### config.mk
export PLATFORM = sky130hd
export DESIGN_NAME = load_store_unit
export DESIGN_NICKNAME = d
export VERILOG_FILES = /design/src/rtl/load_store_unit.sv
export SDC_FILE = /design/constraint.sdc
export NUM_CORES = 1
export LEC_CHECK = 0
export ABC_AREA = 1
export CAP_MARGIN = 20
export CORE_MARGIN = 4
export CORE_UTILIZATION = 49
export CTS_CLUSTER_SIZE = 10
export DETAILED_ROUTE_END_ITERATION = 12
export GPL_TIMING_DRIVEN = 1
export PLACE_DENSITY = 0.82
export SLEW_MARGIN = 10
export SYNTH_ARGS = -nofsm -noshare
export SYNTH_HDL_FRONTEND = slang
export SYNTH_SLANG_ARGS = --single-unit
### constraint.sdc
create_clock -name clk -period 1.7 [get_ports clk]
set_input_delay 0.34 -clock clk [delete_from_list [all_inputs] [get_ports clk]]
set_output_delay 0.34 -clock clk [all_outputs]
set_load 0.01 [all_outputs]
### src/rtl/load_store_unit.sv
// Load/store unit between execute and a one-cycle-latency synchronous data RAM.
// Define LSU_BYTE_ENABLE_EN when the RAM honours mem_be (no read-modify-write).
module load_store_unit #(
    parameter int ADDR_W = 10
) (
    input  logic              clk,
    input  logic              reset,
    input  logic              req_valid,
    output logic              req_ready,
    input  logic              req_we,
    input  logic [2:0]        req_funct3,
    input  logic [ADDR_W-1:0] req_addr,
    input  logic [31:0]       req_wdata,
    output logic              rsp_valid,
    output logic [31:0]       rsp_rdata,
    output logic              rsp_err,
    output logic              mem_en,
    output logic              mem_we,
    output logic [ADDR_W-3:0] mem_addr,
    output logic [31:0]       mem_wdata,
    output logic [3:0]        mem_be,
    input  logic [31:0]       mem_rdata
);

    typedef enum logic [1:0] {IDLE, RD, MERGE, WR} state_t;

    state_t            state_q, state_d;
    logic              we_q;
    logic [2:0]        f3_q;
    logic [ADDR_W-1:0] addr_q;
    logic [31:0]       wdata_q;
    logic              rsp_valid_q, rsp_valid_d;
    logic [31:0]       rsp_rdata_q, rsp_rdata_d;
    logic              rsp_err_q, rsp_err_d;
    logic              accept;
    logic              req_bad;

    function automatic logic is_bad(input logic we, input logic [2:0] f3,
                                    input logic [1:0] a);
        logic illegal;
        logic mis;
        illegal = we ? (f3 > 3'b010)
                     : (f3 == 3'b011 || f3[2:1] == 2'b11);
        mis = (f3[1:0] == 2'b01 && a[0]) ||
              (f3[1:0] == 2'b10 && a != 2'b00);
        return illegal || mis;
    endfunction

    function automatic logic [31:0] load_ext(input logic [31:0] w,
                                             input logic [2:0]  f3,
                                             input logic [1:0]  a);
        logic [7:0]  b;
        logic [15:0] h;
        b = 8'(w >> {a, 3'b000});
        h = a[1] ? w[31:16] : w[15:0];
        case (f3)
            3'b000:  return {{24{b[7]}}, b};
            3'b001:  return {{16{h[15]}}, h};
            3'b100:  return {24'd0, b};
            3'b101:  return {16'd0, h};
            default: return w;
        endcase
    endfunction

    assign accept    = req_valid && (state_q == IDLE);
    assign req_bad   = is_bad(req_we, req_funct3, req_addr[1:0]);
    assign req_ready = (state_q == IDLE);
    assign rsp_valid = rsp_valid_q;
    assign rsp_rdata = rsp_rdata_q;
    assign rsp_err   = rsp_err_q;

`ifndef LSU_BYTE_ENABLE_EN
    logic [31:0] merge_q;

    // Old word with the addressed byte/halfword lane(s) overwritten.
    function automatic logic [31:0] merge(input logic [31:0] w,
                                          input logic [31:0] d,
                                          input logic [2:0]  f3,
                                          input logic [1:0]  a);
        logic [31:0] m;
        m = w;
        if (f3 == 3'b000) begin
            for (int i = 0; i < 4; i++)
                if (2'(i) == a) m[8*i +: 8] = d[7:0];
        end else if (a[1]) begin
            m[31:16] = d[15:0];
        end else begin
            m[15:0] = d[15:0];
        end
        return m;
    endfunction

    always_ff @(posedge clk) begin
        if (reset)
            merge_q <= 32'd0;
        else if (state_q == MERGE)
            merge_q <= merge(mem_rdata, wdata_q, f3_q, addr_q[1:0]);
    end
`else
    function automatic logic [3:0] lane_be(input logic [2:0] f3,
                                           input logic [1:0] a);
        case (f3)
            3'b000:  return 4'b0001 << a;
            3'b001:  return a[1] ? 4'b1100 : 4'b0011;
            default: return 4'b1111;
        endcase
    endfunction
`endif

    always_ff @(posedge clk) begin
        if (reset) begin
            state_q     <= IDLE;
            we_q        <= 1'b0;
            f3_q        <= 3'd0;
            addr_q      <= '0;
            wdata_q     <= 32'd0;
            rsp_valid_q <= 1'b0;
            rsp_rdata_q <= 32'd0;
            rsp_err_q   <= 1'b0;
        end else begin
            state_q     <= state_d;
            rsp_valid_q <= rsp_valid_d;
            rsp_rdata_q <= rsp_rdata_d;
            rsp_err_q   <= rsp_err_d;
            if (accept) begin
                we_q    <= req_we;
                f3_q    <= req_funct3;
                addr_q  <= req_addr;
                wdata_q <= req_wdata;
            end
        end
    end

    always_comb begin
        state_d = state_q;
        unique case (state_q)
            IDLE: begin
                if (accept && !req_bad) begin
                    if (!req_we)
                        state_d = RD;
                    else if (req_funct3 == 3'b010)
                        state_d = WR;
                    else
`ifdef LSU_BYTE_ENABLE_EN
                        state_d = WR;
`else
                        state_d = RD;
`endif
                end
            end
            RD:      state_d = MERGE;
            MERGE:   state_d = we_q ? WR : IDLE;
            WR:      state_d = IDLE;
            default: state_d = IDLE;
        endcase
    end

    // Response is registered so it appears in the first IDLE cycle after completion.
    always_comb begin
        rsp_valid_d = (accept && req_bad) ||
                      (state_q == MERGE && !we_q) ||
                      (state_q == WR);
        rsp_err_d   = accept && req_bad;
        rsp_rdata_d = 32'd0;
        if (state_q == MERGE && !we_q)
            rsp_rdata_d = load_ext(mem_rdata, f3_q, addr_q[1:0]);
    end

    always_comb begin
        mem_en    = 1'b0;
        mem_we    = 1'b0;
        mem_addr  = '0;
        mem_wdata = 32'd0;
        mem_be    = 4'b0000;
        unique case (state_q)
            RD: begin
                mem_en   = 1'b1;
                mem_addr = addr_q[ADDR_W-1:2];
            end
            WR: begin
                mem_en   = 1'b1;
                mem_we   = 1'b1;
                mem_addr = addr_q[ADDR_W-1:2];
`ifdef LSU_BYTE_ENABLE_EN
                mem_be   = lane_be(f3_q, addr_q[1:0]);
                case (f3_q)
                    3'b000:  mem_wdata = {4{wdata_q[7:0]}};
                    3'b001:  mem_wdata = {2{wdata_q[15:0]}};
                    default: mem_wdata = wdata_q;
                endcase
`else
                mem_be    = 4'b1111;
                mem_wdata = (f3_q == 3'b010) ? wdata_q : merge_q;
`endif
            end
            default: ;
        endcase
    end

endmodule

==> results of run 1 <==
[final timing paths]
| check | end | slack, ns | cells past startpoint |
|---|---|---|---|
| worst min register to register | addr_q[7] | 0.48 | 2 |
| worst max register to register | wdata_q[11] | 0.04 | 8 |
| worst max-delay path | mem_wdata[12] | -0.24 | 7 |
| worst min-delay path | addr_q[7] | 0.48 | 2 |
[per-stage QoR]
stage	cell area, um2	cells
2_1_floorplan	5970	920
3_3_place_gp	7890	1207
3_5_place_dp	7890	1207
4_1_cts	8680	1249
5_1_grt	8810	1252
6_report	8810	1252
[sequential cells by signal, indices dropped and copies added (netlist names)]
signal     cells
rsp_valid      1
addr_q        10
wdata_q       32
state_q        2
rsp_err        1
rsp_rdata     32
merge_q       32
f3_q           3
we_q           1
[area by class of cell]
class | count | area, um2 | share of cell area (%)
Clock inverter | 11 | 111 | 1.26
Multi-Input combinational cell | 610 | 3130 | 35.6
Tap cell | 147 | 184 | 2.09
Inverter | 125 | 472 | 5.35
Sequential cell | 114 | 2290 | 26.0
Clock buffer | 21 | 460 | 5.23
Timing Repair Buffer | 224 | 2160 | 24.6
[per-layer routing]
| metal | routed length [um] | up-vias | track usage [%] |
|---|---|---|---|
| met4 | 891 | 0 | 15.2 |
| met2 | 9510 | 427 | 45.0 |
| met3 | 2250 | 77 | 8.47 |
| met5 | 0 | - | 0 |
| met1 | 8730 | 3143 | 38.0 |
| li1 | - | 3333 | - |
[power groups by stage]
stage | registers (W) | logic [W] | clock network [W]
4_1_cts | 0.00294 | 0.00175 | 0.00348
2_1_floorplan | 0.00295 | 0.000967 | 0
3_3_place_gp | 0.00298 | 0.00157 | 0
6_report | 0.00296 | 0.00184 | 0.00348
5_1_grt | 0.00297 | 0.00201 | 0.00363
3_5_place_dp | 0.00298 | 0.00159 | 0
[worst register-to-register path: cells and delay by family, from the launching register on]
kind            cells  cell delay (ns)
compound gates      1             0.27
flops               1             0.32
buf+inv             4             0.67
simple gates        3             0.28
[cell usage in the layout, fill, tap and decap left out, drive strengths merged, types with 4 or more instances in the layout]
cell type and count:
o21ai 119, or2 4, clkdlybuf4s50 114, nor2 86, o211ai 51, nand3 56
clkbuf 34, clkinv 8, dfxtp 114, buf 96, a21oi 105, nand2 187
inv 125
[cell families after synthesis]
group                  after synthesis  share of synthesized area, %
AND/OR/NAND/NOR                    335                          23.0
buffers and inverters              196                          13.4
AO/OA/AOI/OAI                      275                          25.3
flip-flops                         114                          38.3
[repair_timing]
item,4_1_cts,5_1_grt
cloned,7,1
endpoints found under the setup margin,47,81
pin swaps,14,2
buffers inserted,3,2
resized for setup,238,57
[cell usage after synthesis (all sizes together)]
cell type  count
nand2        187
inv          125
o21ai        119
dfxtp        114
a21oi        105
nor2          86
nand3         56
o211ai        51
buf           40
clkbuf        31
or2            4
nor3           2
==> flow_summary.ini, run 1 <==
[place]
place_congestion = 1.00
dpl_worst_slack_ns = -0.143
dp_hpwl_mm = 14.1
io_buffers = 161

[timing]
slew_violations = 0
post-route-period-util_pct = 114
period_needed_ns = 1.94
setup_viol = 32
setup_slack_ns = -0.242
max_slew_margin_pct = 75.9
tightestPinTransition_ns = 0.362
hold_violations = 0
timing.setup.tns_ns = -6.33
finClkSkew_ns = 0.00778
holdWs_ns = 0.480
grt_setup_unrepaired = true
timing.fmax_ghz = 0.515

[clock_network]
clk_pin_slew_worst_paths_ns = 0.05
cts_made_buffers = 17
htreeDepth = 4
postCtsHoldBufs = 0
cts_max_path_buffers = 2
clock-sinks = 114
cts_tree = done
clk_latency_ns = 0.43
root_buffer = clkbuf_16

[min_path]
hp-start = addr_q[7]
hold_path_class = register to register

[routing]
vias = 6980
drt-total-wl_mm = 21.4
wl_per_cell_um = 17.1
drc = 0
final_antenna_net_count = 0
detail_route.vias_per_cell = 5.58
drtIter0Drc = 805
dr.pass1.iters = 6

[synthesis]
synth.area.top_cells = dfxtp_1 38%, nand2_1 12%, o21ai_0 9.4%, a21oi_1 8.7%, inv_1 7.4%
yosys_warnings = 0
synthDistinctLibCells = 22
synthesis.area_mm2 = 0.00597
avgSynthCellArea_um2 = 6.48
syn_inst = 920
synth-seq-cells = 114
synthesis.nets = 1001
yosysTopAreaCellShare_pct = 38.3
yosysSeqAreaShare_pct = 38.3
yosysTopAreaCell = dfxtp_1

[outcome]
violations = negative setup slack
status = complete, but fails checks

[worst_setup_path]
crit_start = f3_q[0]
worstSetupStartpointType = register
critPathKind = register to primary output
crit_required_ns = 1.36
reg2reg_from = state_q[0]
crit_path_max_incr_delay_ns = 0.32
worst-path-buf-inv = 5
path_cells = inv_2 -> nand3_4 -> buf_12 -> buf_12 -> buf_16 -> a21oi_2 -> buf_2
cp_data_arrival_time_ns = 1.60
critPathSlowestCell = dfxtp_2
crit_top_cell = buf_12
cp-end-kind = primary output
path_max_fanout = 5
path_delay_family = buffers and inverters

[pwr]
power.density_mw_per_mm2 = 940
pwr-share-seq_pct = 35.7
p_int_w = 0.00582
comb_power_share_pct = 22.3
ir_drop_mv = 0.545
leakagePower_nw = 4.00
sw_frac_of_total_pct = 29.7
p_total_w = 0.00828
clockPowerShare_pct = 42.0
p_switching_w = 0.00246

[grt]
grt_first_pass_wirelength_mm = 33.1
grt-ovfl-total = 0
grt_pass1_vias = 6448
antenna_found_initial = 0
grtUsageTotal_pct = 29.5
grt_max_degree = 35

[layout]
final_nets = 1173
utilization_pct = 73.7
nFillCells = 886
drive_gt1_share_pct = 19.3
area.growth.synth_to_final_pct = 47.7
n_antenna_cell = 0

[die]
start_util_pct = 49.9
ios = 162
die_area_mm2 = 0.0140
die_w_um = 118
rows = 40
core_area_mm2 = 0.0120
die_y_um = 118

[run]
drv_cap = 0
Note: power is estimated with default switching activity, not from simulation.
==> run 2: changes to the inputs <==
==> constraint.sdc (replaced) <==
create_clock -name clk -period 2 [get_ports clk]
set_input_delay 0.2 -clock clk [delete_from_list [all_inputs] [get_ports clk]]
set_output_delay 0.2 -clock clk [all_outputs]
set_load 0.01 [all_outputs]
==> run 2 against run 1 <==
Compared with the run above:
- the flow now finishes without violations
- register-to-register slack better by 0.18 ns
- critical endpoint is now mem_wdata[18]
- global-route usage fell by 2.9 points
- non-clock buffer count fell by 34
- final cell count down 2.9%
- largest cell class unchanged
- highest routed layer unchanged
- via count shrank 5.0%
- clock-buffer cell count up 3
- clock skew up 0.0039 ns
- critical path type unchanged
==> flow_summary.ini, run 2 (synthesized netlist as in run 1, its figures left out) <==
[grt]
grt-ovfl-total = 0
grt_pass1_vias = 5965
met3_usage_pct = 8.56
grt_max_degree = 45
grt_first_pass_wirelength_mm = 30.0
grt_busiest_layer = met2
grt_use_met1_pct = 34.4
use_met2_pct = 40.4
antenna_found_initial = 0
grtUsageTotal_pct = 26.6

[min_path]
hold_path_class = input port to register

[clock_network]
cts_max_path_buffers = 2
cts_made_buffers = 17
clock-sinks = 114
clk_latency_ns = 0.41
cts_tree = done
postCtsHoldBufs = 0
root_buffer = clkbuf_16
htreeDepth = 4
clk_pin_slew_worst_paths_ns = 0.05

[layout]
final_common_cell = nand2_1
final_cell_mix = 186 x nand2_1, 128 x clkdlybuf4s50_1, 117 x inv_1
fin_area_mm2 = 0.00828
drive_gt1_share_pct = 7.20
multi_input_area_mm2 = 0.00289
area.growth.synth_to_final_pct = 38.8
regArea_mm2 = 0.00228
nFillCells = 989
final_nets = 1139
n_antenna_cell = 0

[worst_setup_path]
crit_required_ns = 1.80
critPathKind = register to primary output
worstSetupStartpointType = register
cp_data_arrival_time_ns = 1.76
path_max_fanout = 22
cp-end-kind = primary output

[routing]
drt-total-wl_mm = 19.5
drc = 0
detail_route.vias_per_cell = 5.45
final_antenna_net_count = 0
wl_per_cell_um = 16.0
dr.pass1.iters = 5
drtIter0Drc = 830
vias = 6633

[timing]
max_slew_margin_pct = 58.8
setup_viol = 0
setup_slack_ns = 0.0440
period_needed_ns = 1.96
timing.fmax_ghz = 0.511
slew_violations = 0
holdWs_ns = 0.416
finClkSkew_ns = 0.0116
tightestPinTransition_ns = 0.618
hold_violations = 0
timing.setup.tns_ns = 0
post-route-period-util_pct = 97.8

[die]
start_util_pct = 49.9
die_area_mm2 = 0.0140
die_w_um = 118
ios = 162
core_area_mm2 = 0.0120
rows = 40
die_y_um = 118

[place]
io_buffers = 161
placed_area_mm2 = 0.00765
dpl_worst_slack_ns = 0.252
place_congestion = 0.923
dp_hpwl_mm = 13.6

[pwr]
ir_drop_mv = 0.530
leakagePower_nw = 3.94
power.density_mw_per_mm2 = 812

[outcome]
status = finished clean

[run]
drv_cap = 0
[run 2: cell types whose count changed in the layout (fill, tap and decap cells not counted), moves of 11 or more]
cell             delta
clkdlybuf4s50_1    +14
dlymetal6s2s_1     +11
buf_2              -34
o21ai_2            -18
a21oi_1            +22
buf_4              -15
a21oi_2            -21
dlygate4sd2_1      +20
o21ai_0            +35
[run 2: metrics by stage]
stage	power (W)	util, %	cells
6_report	0.00672	69.2	1216
2_1_floorplan	0.00333	-	920
5_1_grt	0.00698	69.2	1216
4_1_cts	0.00668	68.5	1213
3_5_place_dp	0.00379	63.9	1183
3_3_place_gp	0.00377	63.9	1183
[run 2: cell type report]
| class | count | share of cell area (%) |
|---|---|---|
| Tap cell | 147 | 2.22 |
| Timing Repair Buffer | 190 | 22.8 |
| Sequential cell | 114 | 27.6 |
| Clock inverter | 6 | 0.967 |
| Clock buffer | 24 | 5.82 |
| Multi-Input combinational cell | 610 | 34.9 |
| Inverter | 125 | 5.67 |
[run 2: per-layer routing]
layer	share of wire [%]	wire length (um)
met1	41	8040
met2	45	8670
met3	11	2100
met4	3.3	642
met5	0	0
[run 2: what timing repair did]
item                       CTS  global route
pin swaps                    0             0
buffers inserted             0             2
resized for setup           25            19
setup endpoints to repair   33            21
gates cloned                 0             1
[run 2: worst max-delay path, cell delays in order, from the launching register on]
cell           delay (ns)
dfxtp_1              0.42
nand3_4              0.16
buf_12               0.20
o21ai_0              0.19
a21oi_1              0.08
dlygate4sd2_1        0.29
[run 2: path summary, 6_finish.rpt]
| check | start | endpoint | slack, ns | cells past startpoint |
|---|---|---|---|---|
| setup / recovery | f3_q[1] | mem_wdata[18] | 0.04 | 5 |
| hold / removal | req_wdata[9] | wdata_q[9] | 0.42 | 3 |
| setup reg to reg | addr_q[1] | merge_q[9] | 0.22 | 6 |
| hold reg to reg | wdata_q[25] | wdata_q[25] | 0.48 | 2 |
[run 2: power by group]
part	leakage (nW)	internal (W)	switching [W]
Combinational	2.72	0.000514	0.000803
Clock	0.280	0.00191	0.000999
Sequential	0.932	0.00241	0.0000880
